$ cat config.mk
export PLATFORM = sky130hd
export DESIGN_NAME = csa_resolver_flat
export DESIGN_NICKNAME = d
export VERILOG_FILES = /design/src/rtl/csa_resolver_pkg.sv /design/src/rtl/csa_resolver_if.sv /design/src/rtl/csa_resolver_cpa_chunk.sv /design/src/rtl/csa_resolver.sv /design/src/flat_wrapper.sv
export SDC_FILE = /design/constraint.sdc
export NUM_CORES = 1
export LEC_CHECK = 0
export BUFFER_PORTS_ARGS = -buffer_cell sky130_fd_sc_hd__buf_4
export CAP_MARGIN = 20
export CORE_UTILIZATION = 50
export CTS_CLUSTER_SIZE = 20
export DETAILED_ROUTE_END_ITERATION = 8
export PLACE_DENSITY = 0.81
export SYNTH_ARGS = -nofsm -noshare
export SYNTH_HDL_FRONTEND = slang
export SYNTH_SLANG_ARGS = --single-unit
$ cat constraint.sdc
create_clock -name clk -period 4.3 [get_ports clk]
set_input_delay 0 -clock clk [delete_from_list [all_inputs] [get_ports clk]]
set_output_delay 0 -clock clk [all_outputs]
set_load 0.02 [all_outputs]
$ cat src/rtl/csa_resolver_pkg.sv
// Shared constants and FSM state type for the carry-save resolver.
package csa_resolver_pkg;
  localparam int WORD_W    = 32;
  localparam int RES_CHUNK = 8;

  typedef enum logic [1:0] {
    IDLE = 2'd0,
    RUN  = 2'd1,
    DONE = 2'd2
  } res_state_t;
endpackage

$ cat src/rtl/csa_resolver_if.sv
// Valid/ready bundle between the compressor tree, the resolver and the round-state registers.
interface csa_resolver_if
  import csa_resolver_pkg::*;
#(
  parameter int WIDTH = WORD_W
);
  logic             in_valid;
  logic             in_ready;
  logic [WIDTH-1:0] in_sum;
  logic [WIDTH-1:0] in_carry;
  logic             out_valid;
  logic             out_ready;
  logic [WIDTH-1:0] out_result;
  logic             out_ovf;

  modport master (
    output in_valid, in_sum, in_carry, out_ready,
    input  in_ready, out_valid, out_result, out_ovf
  );

  modport slave (
    input  in_valid, in_sum, in_carry, out_ready,
    output in_ready, out_valid, out_result, out_ovf
  );
endinterface

$ cat src/rtl/csa_resolver_cpa_chunk.sv
// Narrow ripple-carry adder resolving one CHUNK-bit slice per cycle.
module cpa_chunk #(
  parameter int CHUNK = 8
) (
  input  logic [CHUNK-1:0] a,
  input  logic [CHUNK-1:0] b,
  input  logic             cin,
  output logic [CHUNK-1:0] s,
  output logic             cout
);
  logic [CHUNK:0] c_s;

  assign c_s[0] = cin;

  for (genvar i = 0; i < CHUNK; i++) begin : g_fa
    assign s[i]     = a[i] ^ b[i] ^ c_s[i];
    assign c_s[i+1] = (a[i] & b[i]) | (c_s[i] & (a[i] ^ b[i]));
  end

  assign cout = c_s[CHUNK];
endmodule

$ cat src/rtl/csa_resolver.sv
// Resolves a (sum, carry) redundant pair to one binary word, CHUNK bits per cycle.
module csa_resolver
  import csa_resolver_pkg::*;
#(
  parameter int WIDTH = WORD_W,
  parameter int CHUNK = RES_CHUNK
) (
  input  logic           clk,
  input  logic           rst,
  input  logic           flush,
  csa_resolver_if.slave  bus
);
  localparam int NCHUNK = WIDTH / CHUNK;
  localparam int IDX_W  = $clog2(NCHUNK) + 1;
  localparam logic [IDX_W-1:0] LAST_IDX   = IDX_W'(NCHUNK - 1);
  localparam logic [WIDTH-1:0] CHUNK_MASK = WIDTH'({CHUNK{1'b1}});

  if (WIDTH % CHUNK != 0) begin : g_bad_chunk
    $error("csa_resolver: WIDTH must be a multiple of CHUNK");
  end

  res_state_t       state_q, state_d, fsm_nxt_s;
  logic [WIDTH-1:0] a_q, a_d, b_q, b_d, res_q, res_d, result_q, result_d;
  logic [IDX_W-1:0] idx_q, idx_d;
  logic             hi_q, hi_d, c_q, c_d, ovf_q, ovf_d;

  logic [31:0]      sh_s;
  logic [CHUNK-1:0] a_chunk_s, b_chunk_s, sum_chunk_s;
  logic             cout_s;
  logic [WIDTH-1:0] res_merge_s;

  assign sh_s        = 32'(idx_q) * 32'(CHUNK);
  assign a_chunk_s   = CHUNK'(a_q >> sh_s);
  assign b_chunk_s   = CHUNK'(b_q >> sh_s);
  assign res_merge_s = (res_q & ~(CHUNK_MASK << sh_s)) | (WIDTH'(sum_chunk_s) << sh_s);

  cpa_chunk #(.CHUNK(CHUNK)) u_cpa (
    .a    (a_chunk_s),
    .b    (b_chunk_s),
    .cin  (c_q),
    .s    (sum_chunk_s),
    .cout (cout_s)
  );

  // Next-state and datapath update; flush overrides the FSM transition.
  always_comb begin
    fsm_nxt_s = state_q;
    a_d       = a_q;
    b_d       = b_q;
    hi_d      = hi_q;
    res_d     = res_q;
    idx_d     = idx_q;
    c_d       = c_q;
    result_d  = result_q;
    ovf_d     = ovf_q;
    case (state_q)
      IDLE: begin
        if (bus.in_valid && !flush) begin
          fsm_nxt_s = RUN;
          a_d       = bus.in_sum;
          b_d       = {bus.in_carry[WIDTH-2:0], 1'b0};
          hi_d      = bus.in_carry[WIDTH-1];
          idx_d     = '0;
          c_d       = 1'b0;
        end else begin
          fsm_nxt_s = IDLE;
        end
      end
      RUN: begin
        res_d = res_merge_s;
        c_d   = cout_s;
        idx_d = idx_q + IDX_W'(1);
        if (idx_q == LAST_IDX) begin
          fsm_nxt_s = DONE;
          result_d  = res_merge_s;
          ovf_d     = hi_q | cout_s;
        end else begin
          fsm_nxt_s = RUN;
        end
      end
      DONE: begin
        if (bus.out_ready) begin
          fsm_nxt_s = IDLE;
        end else begin
          fsm_nxt_s = DONE;
        end
      end
      default: begin
        fsm_nxt_s = IDLE;
      end
    endcase
    state_d = flush ? IDLE : fsm_nxt_s;
  end

  // State and datapath registers.
  always_ff @(posedge clk or posedge rst) begin
    if (rst) begin
      state_q  <= IDLE;
      a_q      <= '0;
      b_q      <= '0;
      hi_q     <= 1'b0;
      res_q    <= '0;
      idx_q    <= '0;
      c_q      <= 1'b0;
      result_q <= '0;
      ovf_q    <= 1'b0;
    end else begin
      state_q  <= state_d;
      a_q      <= a_d;
      b_q      <= b_d;
      hi_q     <= hi_d;
      res_q    <= res_d;
      idx_q    <= idx_d;
      c_q      <= c_d;
      result_q <= result_d;
      ovf_q    <= ovf_d;
    end
  end

  assign bus.in_ready   = (state_q == IDLE);
  assign bus.out_valid  = (state_q == DONE);
  assign bus.out_result = result_q;
  assign bus.out_ovf    = ovf_q;
endmodule
$ cat src/flat_wrapper.sv
// flat-port wrapper written by rule: the top's interface ports become plain ports
module csa_resolver_flat import csa_resolver_pkg::*;
#(
  parameter int WIDTH = WORD_W,
  parameter int CHUNK = RES_CHUNK
)
  (clk, rst, flush, bus_in_valid, bus_in_sum, bus_in_carry, bus_out_ready, bus_in_ready, bus_out_valid, bus_out_result, bus_out_ovf);
  csa_resolver_if #(.WIDTH(WIDTH)) bus_i ();
  input  logic clk;
  input  logic rst;
  input  logic flush;
  input wire logic [$bits(bus_i.in_valid)-1:0] bus_in_valid;
  input wire logic [$bits(bus_i.in_sum)-1:0] bus_in_sum;
  input wire logic [$bits(bus_i.in_carry)-1:0] bus_in_carry;
  input wire logic [$bits(bus_i.out_ready)-1:0] bus_out_ready;
  output wire logic [$bits(bus_i.in_ready)-1:0] bus_in_ready;
  output wire logic [$bits(bus_i.out_valid)-1:0] bus_out_valid;
  output wire logic [$bits(bus_i.out_result)-1:0] bus_out_result;
  output wire logic [$bits(bus_i.out_ovf)-1:0] bus_out_ovf;
  assign bus_i.in_valid = bus_in_valid;
  assign bus_i.in_sum = bus_in_sum;
  assign bus_i.in_carry = bus_in_carry;
  assign bus_i.out_ready = bus_out_ready;
  assign bus_in_ready = bus_i.in_ready;
  assign bus_out_valid = bus_i.out_valid;
  assign bus_out_result = bus_i.out_result;
  assign bus_out_ovf = bus_i.out_ovf;
  csa_resolver #(.WIDTH(WIDTH), .CHUNK(CHUNK)) u_core (.clk(clk), .rst(rst), .flush(flush), .bus(bus_i));
endmodule
# Yosys cells after proc, flatten, opt, wreduce, memory -nomap -nowiden
# Cells that the tools add are included.
word_totals:
  regBits: 135
  out_inout_bits: 35
  elab_cells: 78
  input_bits: 69
op_classes:
  n_shift: 4
  eq_ne: 4
  bitwise: 44
  n_addsub: 1
  n_reduce_logical: 7
  muxes: 9
ops:
  columns: ["operator", "count"]
  rows:
  - ["32-bit by 6-bit >> shifter with 8-bit output", 2]
  - ["32-bit bitwise AND", 1]
  - ["32-bit inverter", 1]
  - ["32-bit OR", 1]
  - ["8-bit by 6-bit left shift with 32-bit output", 1]
  - ["8-bit by 6-bit left shift with 32-bit output (first input constant)", 1]
  - ["1-bit bitwise AND", 16]
  - ["1-bit XOR", 16]
  - ["1-bit OR", 9]
  - ["2-bit 2-to-1 mux", 3]
  - ["2-bit case mux with 3 select lines", 1]
  - ["3-bit case mux with 2 select lines", 1]
  - ["2-bit AND reduction", 3]
  - ["3-bit by 1-bit adder with 3-bit output (second input constant)", 1]
  - ["3-bit by 2-bit equality test with 1-bit output (second input constant)", 1]
  - ["3-bit 2-to-1 mux", 1]
  - ["2-bit by 1-bit equality test with 1-bit output (second input constant)", 1]
  - ["2-bit equality test (second input constant)", 1]
  - ["2-bit logical NOT", 1]
  - ["1-bit 2-to-1 mux", 2]
  - ["2-bit by 1-bit != test with 1-bit output (second input constant)", 1]
  - ["1-bit case mux with 2 select lines", 1]
  - ["2-bit nonzero test", 1]
  - ["1-bit logical AND", 1]
  - ["1-bit logical NOT", 1]

# Depth between registers and ports, before layout
# Gate-level depths: netlist (run 1).
logic_depth:
  ltp_word: 19
  depth_mapped: 17
  ltp_nobuf: 15

# Cells and area by module
# Synthesis (run 1) repeated with hierarchy kept, for this count alone.
unflattened:
  cells_unflattened: 433
  hier_area_um2: 5741.8
modules_own_cells:
  columns: ["module", "area_per_inst_um2", "seq_area_each_um2", "n_inst", "cells_per_inst"]
  rows:
  - ["csa_resolver", 5544.1, 3178.0, 1, 415]
  - ["cpa_chunk", 197.7, 0.0, 1, 18]

# Worst setup path before layout (run 1)
# Ideal clock, no wire load.
synth_path:
  path_type: "register to register"
  start: "register u_core.idx_q[1]"
  end: "register u_core.result_q[15], in the netlist u_core.bus.out_result[15]"
  t_arrival_ns: 4.088
  required_ns: 4.167
  n_path_buf: 3
  slack_ns: 0.078
  path_stages_with_launch: 17
  period_less_slack_ns: 4.222
  setup_ns: 0.133
  path_cell_list: "dfrtp_1 > buf_2 > buf_2 > nand3_1 > a21oi_1 > fa_1 > fa_1 > fa_1 > inv_1 > fa_1 > fa_1 > fa_1 > fa_1 > fa_1 > clkbuf_1 > a2bb2oi_1 > o21ai_0"
synth_between:
  elab_chain_len: 19
  word_cells_on_any_way: 39
  cone_classes: "eq/ne (1); shift (4); bitwise (33); reduce/logical (1)"
synth_lines:
  columns: ["element", "line", "text"]
  rows:
  - ["from (decl)", "csa_resolver.sv:24", "logic [IDX_W-1:0] idx_q, idx_d;"]
  - ["from (signal assigned)", "csa_resolver.sv:113", "idx_q <= idx_d;"]
  - ["32-bit by 6-bit >> shifter with 8-bit output, on equally long branches", "csa_resolver.sv:33, csa_resolver.sv:34", null]
  - ["1-bit XOR", "csa_resolver_cpa_chunk.sv:17", "assign c_s[i+1] = (a[i] & b[i]) | (c_s[i] & (a[i] ^ b[i]));"]
  - ["1-bit bitwise AND", "csa_resolver_cpa_chunk.sv:17", null]
  - ["1-bit OR", "csa_resolver_cpa_chunk.sv:17", null]
  - ["1-bit bitwise AND", "csa_resolver_cpa_chunk.sv:17", null]
  - ["1-bit OR", "csa_resolver_cpa_chunk.sv:17", null]
  - ["1-bit bitwise AND", "csa_resolver_cpa_chunk.sv:17", null]
  - ["1-bit OR", "csa_resolver_cpa_chunk.sv:17", null]
  - ["[... 3 more ...]", null, null]
  - ["1-bit OR", "csa_resolver_cpa_chunk.sv:17", null]
  - ["1-bit bitwise AND", "csa_resolver_cpa_chunk.sv:17", null]
  - ["1-bit OR", "csa_resolver_cpa_chunk.sv:17", null]
  - ["1-bit bitwise AND", "csa_resolver_cpa_chunk.sv:17", null]
  - ["1-bit OR", "csa_resolver_cpa_chunk.sv:17", null]
  - ["1-bit XOR", "csa_resolver_cpa_chunk.sv:16", "assign s[i] = a[i] ^ b[i] ^ c_s[i];"]
  - ["8-bit by 6-bit left shift with 32-bit output", "csa_resolver.sv:35", "assign res_merge_s = (res_q & ~(CHUNK_MASK << sh_s)) | (WIDTH'(sum_chunk_s) << sh_s);"]
  - ["32-bit OR", "csa_resolver.sv:35", null]
  - ["to (signal assigned)", "csa_resolver.sv:115", "result_q <= result_d;"]
  - ["to (decl)", "csa_resolver.sv:23", "logic [WIDTH-1:0] a_q, a_d, b_q, b_d, res_q, res_d, result_q, result_d;"]
# Parallel ways exist; a longest one is shown, timed or not.
# A chain may end at the register's enable or synchronous reset.

# Worst setup path after layout (run 1)
layout_path:
  start: "register u_core.idx_q[0]"
  end: "register u_core.result_q[23], in the netlist u_core.bus.out_result[23]"
# Same word-level chain as after synthesis.

==> results of run 1 <==
timing repair:
action	in CTS	in global routing
hold buffers	68	0
hold endpoints to repair	150	0
endpoints found under the setup margin	0	3
gates resized for setup	0	11
layer usage:
layer / vias to the layer above / GRT usage [%] / share of wire (%)
met2: 152 / 50.9 / 55
met1: 2129 / 30.8 / 37
li1: 1918 / - / -
met5: - / 0 / 0
met3: 35 / 6.10 / 5.4
met4: 0 / 11.7 / 2.8
final timing paths:
check	start	endpoint	slack, ns	cells after the start
max	u_core.idx_q[0]	u_core.bus.out_result[23]	0.18	13
min	rst	u_core.state_q[0]	0.21	3
max reg2reg	u_core.idx_q[0]	u_core.bus.out_result[23]	0.18	13
min reg2reg	u_core.bus.out_result[19]	u_core.bus.out_result[19]	0.48	2
max in group asynchronous	rst	u_core.b_q[2]	3.13	4
min in group clk	bus_in_carry[6]	u_core.b_q[7]	0.35	3
Yosys cell counts (2+ instances only):
| library cell | n |
|---|---|
| and2_1 | 5 |
| nor2_1 | 2 |
| nor4_1 | 5 |
| mux4_2 | 15 |
| inv_1 | 5 |
| ha_1 | 5 |
| o21ai_0 | 31 |
| clkbuf_1 | 10 |
| dfrtp_1 | 127 |
| or3b_1 | 2 |
| buf_4 | 2 |
| o22ai_1 | 2 |
| o2bb2ai_1 | 15 |
| nand2b_1 | 6 |
| a21oi_1 | 7 |
| mux2_2 | 48 |
| nor3_1 | 4 |
| buf_2 | 12 |
| buf_1 | 11 |
| and3_1 | 2 |
| a22oi_1 | 9 |
| a2bb2oi_1 | 10 |
| nor3b_1 | 2 |
| nand3_1 | 7 |
| fa_1 | 8 |
| or3_1 | 2 |
| mux2_1 | 17 |
| nand2_1 | 45 |
| buf_6 | 2 |
| a22o_1 | 12 |
| nor2b_1 | 4 |
power breakdown:
part / internal (W) / switching, W
Clock: 0.000837 / 0.000501
Sequential: 0.00161 / 0.000272
Combinational: 0.00144 / 0.00166
Total: 0.00388 / 0.00244
worst register-to-register path, stage by stage, from the launching register on:
cell       delay [ns]
dfrtp_2          0.40
mux4_2           0.49
and2_1           0.19
fa_1             0.43
fa_1             0.39
fa_1             0.37
inv_1            0.07
fa_1             0.18
fa_2             0.21
fa_2             0.21
fa_2             0.21
fa_2             0.53
a2bb2oi_2        0.20
o21ai_0          0.15
registers in the layout, summed over array words and instances (netlist names):
name and cells:
u_core.hi_q 1, u_core.idx_q 3, u_core.b_q 31, u_core.c_q 1, u_core.bus.out_ovf 1, u_core.bus.out_result 32
u_core.res_q 24, u_core.state_q 2, u_core.a_q 32
kinds of logic after synthesis:
family	after synthesis	share of synthesized area, %
flip-flops	127	55.5
AND/OR/NAND/NOR	88	7.78
AO/OA/AOI/OAI	87	10.5
multiplexers	81	18.9
buffers and inverters	43	3.47
adder cells (fa/ha/maj)	13	3.89
per-stage QoR:
step	utilization [%]	power, W
after CTS	71.3	0.00613
after global routing	71.8	0.00666
after global placement	60.0	0.00463
final	71.8	0.00632
after detailed placement	60.0	0.00474
after floorplan	-	0.00375
layout by cell type (no fill, tap or decap), types with 5 or more instances in the layout:
cell type and instances:
dfrtp_1 126, clkbuf_8 7, nand2b_1 6, mux4_2 15
nand2_1 45, a2bb2oi_1 9, o21ai_0 30, and2_1 5
nand3_1 7, a21oi_1 7, ha_1 5, o2bb2ai_1 15
buf_4 113, a22oi_1 9, mux2_1 17, mux2_2 48
dlygate4sd3_1 68, clkbuf_16 17, a22o_1 12
cell type report:
| type | instances | area [sq um] |
|---|---|---|
| multi-input cells | 269 | 2380 |
| fillers | 686 | 3090 |
| repair buffers | 184 | 1570 |
| flip-flops and latches | 127 | 3180 |
| inverters | 6 | 25.0 |
| well taps | 140 | 175 |
| clock buffers | 26 | 529 |
| clock inverters | 5 | 27.5 |
==> metrics.txt, run 1 <==
outcome=completed; Synth warnings=0; PnR worst setup slack=0.179 ns; syn nets=~520; WL/cell=19.6 um; final net count=roughly 690; # IOs=104; # Max-Cap Violations=0; number of global-route vias before repair=about 4500; max incr delay on CP=0.53 ns; share of post-route cells with drive strength above 1=35.2%; Avg Inst Size Synth=13.0 sq um; synth top area cells=dfrtp_1 55%, mux2_2 9.4%, mux4_2 5.9%, mux2_1 3.3%, nand2_1 2.9%; final WL=14800 um; final worst path period need=between 4 and 5 ns; clk_skew=~0.012 ns; fmax=0.243 GHz; placed cells=657; CP bufs+invs=1; initial antenna violation count=0; Setup WS pre-CTS=0.105 ns; final instance area=between 0.007 and 0.008 sq mm; Crit. End Element=register; routed vias/inst=5.59; Finish-stage setup viols=0; Worst EP arrival=4.45 ns; CP Launch Type=register; Root Driver=clkbuf_16; Port Buffers=103; clock buffer count from CTS=17; Vias=around 4200; Crit path max-delay family=adder cells; period utilization=95.8%; remaining global-route overflow=0; Synth Cell Area=about 0.0057 sq mm; Seq/Total Area, Yosys=55.5%; ANT nets after route=0; Post-synth EDFFs=0; worst vdd ir=653 uV; Most used DFF post-synth=dfrtp_1; DRC=0; Slew HR=43.2%; CTS clock-pin slew for the worst setup and hold paths=around 0.06 ns; clock sinks=127; Async SR Flop Fraction=between 90% and 100%; Worst Hold Margin=0.206 ns; Die Span Y=109 um; worst slew pin tran=between 0.8 and 0.9 ns; WS Path Type=register to register; initial DRC count=about 180; global-route wire length before repair=~24000 um; Die X=between 100 and 150 um; clock latency at the later pin of the worst-skew pair=0.42 ns; CTS tree=done; post-synth top area share=55.5%; GR Util All Layers=27.7%; Max FO, Critical Path=7; post-synthesis cell count=439; postcts setup bufs=0; Synth-to-Final Area Change=37.8%; Post-Layout Cell Count=~760; Crit path required time=roughly 4.6 ns; Slew Limit Fails=0; initial core utilization=a little over half; Setup TNS Final=0 ns; Yosys top cell by area=dfrtp_1; pwr dens=801 mW/mm^2; core area=0.0110 sq mm; router iterations before antenna repair=5; RSZ-0062 raised after global routing=yes; worst hold path class=input port to async pin; Fin. Hold Viols=0; Die Area=0.0119 sq mm; pin count of the biggest net entering global routing=86; RePlAce Congestion=0.829; Seq cells post-synth=127; leakage power=3.54 nW; ANT cells=0; Std-Cell Rows=38; Slowest cell on crit path=fa_2; crit-path cells=mux4_2 -> and2_1 -> fa_1 -> fa_1 -> fa_1 -> inv_1 -> fa_1 -> fa_2 -> fa_2 -> fa_2 -> fa_2 -> a2bb2oi_2 -> o21ai_0; post-synthesis cell type count=36; HPWL after DPL=8800 um; # H-tree levels=4; CTS Buffer Depth=2; Placed Area=0.00659 sq mm
(Power assumes the default switching activity.)
==> run 2: changes to the inputs <==
ABC_AREA = 1   (was not set)
CORE_UTILIZATION = 51   (was 50)
==> metrics.txt, run 2 <==
Avg Inst Size Synth=~7.7 sq um; met1 usage=38.8%; clk_skew=0.00643 ns; clock sinks=between 100 and 150; ANT cells=0; clock latency at the later pin of the worst-skew pair=0.42 ns; Die X=112 um; DRC=5; grt met2 use=between 40% and 50%; Max FO, Critical Path=16; Root Driver=clkbuf_16; pin count of the biggest net entering global routing=74; worst slew pin tran=1.09 ns; Seq/Total Area, Yosys=approximately half; Most used DFF post-synth=dfrtp_1; Post-synth EDFFs=0; Slew HR=27.3%; Port Buffers=103; Slowest cell on crit path=fa_2; Synth Cell Area=0.00614 sq mm; CTS tree=done; period utilization=between 90 and 100%; initial DRC count=approximately 710; Async SR Flop Fraction=100%; initial antenna violation count=0; Worst Hold Margin=0.0106 ns; Die Span Y=about 110 um; worst vdd ir=~360 uV; pwr dens=682 mW/mm^2; share of post-route cells with drive strength above 1=16.9%; GR Util met3=5.66%; Setup TNS Final=0 ns; RePlAce Congestion=between 0.8 and 0.9; post-synthesis cell count=between 700 and 800; Std-Cell Rows=39; WL/cell=between 15 and 20 um; final net count=1040; cell repeated most along the worst path=nand2_1; leakage power=4.55 nW; most frequent cells in the layout=330 x nand2_1, 126 x dfrtp_1, 114 x buf_4, 75 x nor2_1, 72 x dlygate4sd3_1; remaining global-route overflow=0; core area=0.0116 sq mm; final worst path period need=4.15 ns; initial core utilization=53.1%; syn nets=875; HPWL after DPL=10100 um; # H-tree levels=4; post-synthesis cell type count=24; number of global-route vias before repair=5693; post-synth top area share=between 50% and 60%; GR Util All Layers=28.7%; Seq cells post-synth=127; Vias=5830; grt peak-use layer=met2; Synth top cells by count=330 x nand2_1, 127 x dfrtp_1, 76 x nor2_1, 71 x inv_1, 64 x a21oi_1; placed cells=1008; WS Path Type=register to register; CP bufs+invs=2; commonest non-fill, non-tap cell in the layout=nand2_1; fmax=0.241 GHz; Synth warnings=0; most frequent cell after synthesis=nand2_1; Finish-stage setup viols=0; crit-path cells=buf_12 -> nand2_1 -> nand3_1 -> a21oi_1 -> fa_2 -> fa_1 -> fa_1 -> inv_1 -> fa_1 -> fa_1 -> fa_2 -> fa_2 -> fa_2 -> nor2_2 -> nand2_1 -> nand2_1 -> nand2_1 -> nand2_1; CTS Buffer Depth=2; ANT nets after route=0; synth top area cells=dfrtp_1 52%, nand2_1 20%, a21oi_1 5.2%, nor2_1 4.6%, inv_1 4.3%; Crit path max-delay family=adder cells; CTS clock-pin slew for the worst setup and hold paths=approximately 0.060 ns; clock buffer count from CTS=17; Worst EP arrival=4.50 ns; # Max-Cap Violations=0; CP Launch Type=register; failing checks=DRC; Post-Layout Cell Count=~1100; Yosys top cell by area=dfrtp_1; final WL=17200 um; Die Area=0.0125 sq mm; Synth-to-Final Area Change=36.3%; # IOs=between 100 and 150; router iterations before antenna repair=7; PnR worst setup slack=roughly 0.15 ns; worst hold path class=input port to register; Crit path required time=4.65 ns; Fin. Hold Viols=0; Crit. End Element=register; Setup WS pre-CTS=around 0.1 ns; outcome=complete, but fails checks; global-route wire length before repair=27800 um; routed vias/inst=5.23; max incr delay on CP=0.49 ns; Slew Limit Fails=0; Overall Power=0.00571 W
run 2: changes by cell type in the layout (fill, tap and decap cells not counted), sizes merged, moves of 12 or more:
cell	change
inv	+69
mux4	-15
o21ai	-20
a21oi	+57
a22o	-12
o2bb2ai	-15
nand3	+33
nand2	+287
nor2	+78
mux2	-65
run 2: worst paths after layout:
path	from	end	slack (ns)	depth (start not counted)
worst max-delay path	u_core.idx_q[0]	u_core.res_q[7]	0.15	18
worst min-delay path	bus_in_valid	u_core.a_q[6]	0.01	5
worst max register to register	u_core.idx_q[0]	u_core.res_q[7]	0.15	18
worst min register to register	u_core.hi_q	u_core.hi_q	0.47	2
max in group asynchronous	rst	u_core.a_q[25]	2.74	4
min in group asynchronous	rst	u_core.a_q[2]	0.32	3
run 2: cell families after synthesis:
family	Yosys count	synth area share (%)
simple gates	457	29.4
flops	127	51.7
fa+ha+maj	13	3.63
buf+inv	116	8.49
compound gates	80	6.72
run 2: final cells by class:
class / instances / area, sq um
clock inverters: 11 / 185
repair buffers: 188 / 1620
clock buffers: 21 / 470
fillers: 803 / 3190
multi-input cells: 550 / 2460
flip-flops and latches: 127 / 3180
well taps: 143 / 179
inverters: 74 / 280
run 2: metal layers:
layer / vias up / wire [um]
met1: 2731 / 7180
li1: 2752 / -
met3: 56 / 1350
met5: - / 0
met4: 0 / 561
met2: 291 / 8070
run 2: stage by stage:
stage | instance area (sq um) | util (%)
floorplan | 6140 | -
global placement | 6950 | 60.1
detailed placement | 6950 | 60.1
CTS | 8320 | 72.0
global route | 8370 | 72.4
finish | 8370 | 72.4
run 2: power by group:
group	switching, W	total, W	internal, W
sequential	0.000176	0.00168	0.00150
clock	0.000519	0.00159	0.00107
combinational	0.00154	0.00244	0.000908
total	0.00223	0.00571	0.00348
run 2: timing repair:
action                                  in CTS  in global routing
endpoints found under the hold margin      138                  0
endpoints found under the setup margin       0                  7
hold buffers                                72                  0
resized for setup                            0                  8
buffers inserted                             0                  1
run 2: worst min-delay path, stage by stage:
cell,delay (ns)
buf_4,0.11
inv_1,0.08
nor2_4,0.07
nand3_1,0.08
nand2_1,0.05
==> run 3: changes to the inputs <==
BUFFER_PORTS_ARGS = -buffer_cell sky130_fd_sc_hd__buf_2   (was -buffer_cell sky130_fd_sc_hd__buf_4)
MAX_ROUTING_LAYER = met4   (was not set)
==> metrics.txt, run 3 (synthesis results as in run 2) <==
ANT cells=0; GR Util All Layers=29.2%; Crit. End Element=register; Fillers=813; Slowest cell on crit path=fa_1; Crit path required time=4.66 ns; Reg2Reg Capture Point=u_core.res_q[7]; # Max-Cap Violations=0; Root Driver=clkbuf_16; number of global-route vias before repair=approximately 5700; Placed Area=about 0.0067 sq mm; initial antenna violation count=0; max incr delay on CP=0.52 ns; core area=0.0116 sq mm; outcome=complete, but fails checks; worst hold path class=input port to register; register area=0.00318 sq mm; share of post-route cells with drive strength above 1=17.6%; Hold Path Sink=u_core.a_q[28]; worst vdd ir=311 uV; routed vias/inst=between 5 and 6; CTS clock-pin slew for the worst setup and hold paths=0.06 ns; # H-tree levels=4; final WL=16500 um; initial DRC count=582; Fin. Hold Viols=0; Max FO, Critical Path=32; HPWL after DPL=~10000 um; Worst EP arrival=about 4.4 ns; clock sinks=127; clk_skew=around 0.0065 ns; failing checks=DRC; reg2reg path depth=18; R2R Path Start=u_core.idx_q[0]; worst slew pin tran=1.06 ns; hold path start=bus_in_valid; Vias=5811; commonest non-fill, non-tap cell in the layout=nand2_1; Finish-stage setup viols=0; final worst path period need=4.07 ns; final instance area=0.00816 sq mm; Std-Cell Rows=39; Die Area=0.0125 sq mm; # IOs=104; Slew Limit Fails=0; CTS tree=done; DRC=5; Port Buffers=103; Setup TNS Final=0 ns; router iterations before antenna repair=7; CP Launch Type=register; leakage power=4.49 nW; Die X=112 um; crit-path cells=buf_12 -> nand2_1 -> nand3_1 -> a21oi_2 -> fa_2 -> fa_1 -> fa_1 -> inv_1 -> fa_2 -> fa_2 -> fa_2 -> fa_2 -> fa_1 -> nor2_2 -> nand2_1 -> nand2_1 -> nand2_1 -> nand2_1; global-route wire length before repair=27400 um; WL/cell=14.8 um; footprint of the multi-input gates=0.00247 sq mm; clock buffer count from CTS=17; WS Path Type=register to register; final net count=about 1000; period utilization=a little over nine tenths; ANT nets after route=0; clock latency at the later pin of the worst-skew pair=0.42 ns; RSZ-0062 raised after global routing=no; pin count of the biggest net entering global routing=72; initial core utilization=a little over half; Synth-to-Final Area Change=32.9%; remaining global-route overflow=0; Slew HR=29.4%; most frequent cells in the layout=329 x nand2_1, 126 x dfrtp_1, 103 x buf_2, 75 x nor2_1, 74 x dlygate4sd3_1; pwr dens=slightly below 700 mW/mm^2; worst reg2reg setup slack=0.23 ns; Die Span Y=about 110 um; RePlAce Congestion=0.857; CTS Buffer Depth=2; hold depth=5; fmax=0.246 GHz
-- run 3: per-stage QoR --
step / setup slack (ns) / hold slack [ns] / instances / utilization [%] / power, W
after CTS: 0.0173 / 0.0108 / 1117 / 70.2 / 0.00548
after global placement: 0.185 / 0.103 / 1011 / 58.0 / 0.00377
after floorplan: 0.215 / 0.0631 / 793 / - / 0.00317
after detailed placement: 0.0428 / 0.109 / 1011 / 58.0 / 0.00380
final: 0.229 / 0.0277 / 1118 / 70.6 / 0.00560
after global routing: 0.0361 / 0.0693 / 1118 / 70.6 / 0.00593
-- run 3: worst max-delay path by stage --
stage | startpoint | endpoint | slack [ns] | depth (start not counted)
global route | u_core.idx_q[0] | u_core.bus.out_result[23] | 0.04 | 18
CTS | u_core.idx_q[0] | u_core.res_q[7] | 0.02 | 18
detailed placement | u_core.idx_q[0] | u_core.res_q[7] | 0.04 | 18
global placement | u_core.idx_q[0] | u_core.res_q[7] | 0.18 | 18
floorplan | u_core.idx_q[0] | u_core.res_q[7] | 0.21 | 18
finish | u_core.idx_q[0] | u_core.res_q[7] | 0.23 | 18
-- run 3: what timing repair did --
| action | in CTS | in global routing |
|---|---|---|
| hold endpoints to repair | 111 | 0 |
| gates resized for setup | 0 | 13 |
| setup endpoints to repair | 0 | 13 |
| hold buffers | 74 | 0 |
| setup buffers | 0 | 1 |
-- run 3: metal layers --
metal / vias to the layer above / global-route usage, % / wire length [um]
met3: 28 / 5.28 / 1150
met4: 0 / 11.4 / 316
met5: - / - / 0
met2: 266 / 45.1 / 7850
met1: 2752 / 38.3 / 7180
li1: 2765 / - / -
-- run 3: critical path, delay by kind of cell, from the launching register on --
| kind | cells | cell delay (ns) |
|---|---|---|
| AOI/OAI and AO/OA | 1 | 0.17 |
| DFF | 1 | 0.45 |
| and+or+nand+nor | 7 | 0.64 |
| adders and majority gates | 8 | 2.52 |
| buffers and inverters | 2 | 0.24 |
-- run 3: layout make-up --
type / count / share of cell area [%]
Tap cell: 143 / 2.19
Clock inverter: 13 / 2.56
Inverter: 74 / 3.48
Timing Repair Buffer: 192 / 16.9
Sequential cell: 127 / 39.0
Multi-Input combinational cell: 550 / 30.3
Clock buffer: 19 / 5.55
-- run 3: power by group --
| group | switching [W] | internal (W) | leakage, nW |
|---|---|---|---|
| clock network | 0.000545 | 0.00106 | 0.316 |
| logic | 0.00149 | 0.000838 | 2.62 |
| registers | 0.000163 | 0.00150 | 1.55 |
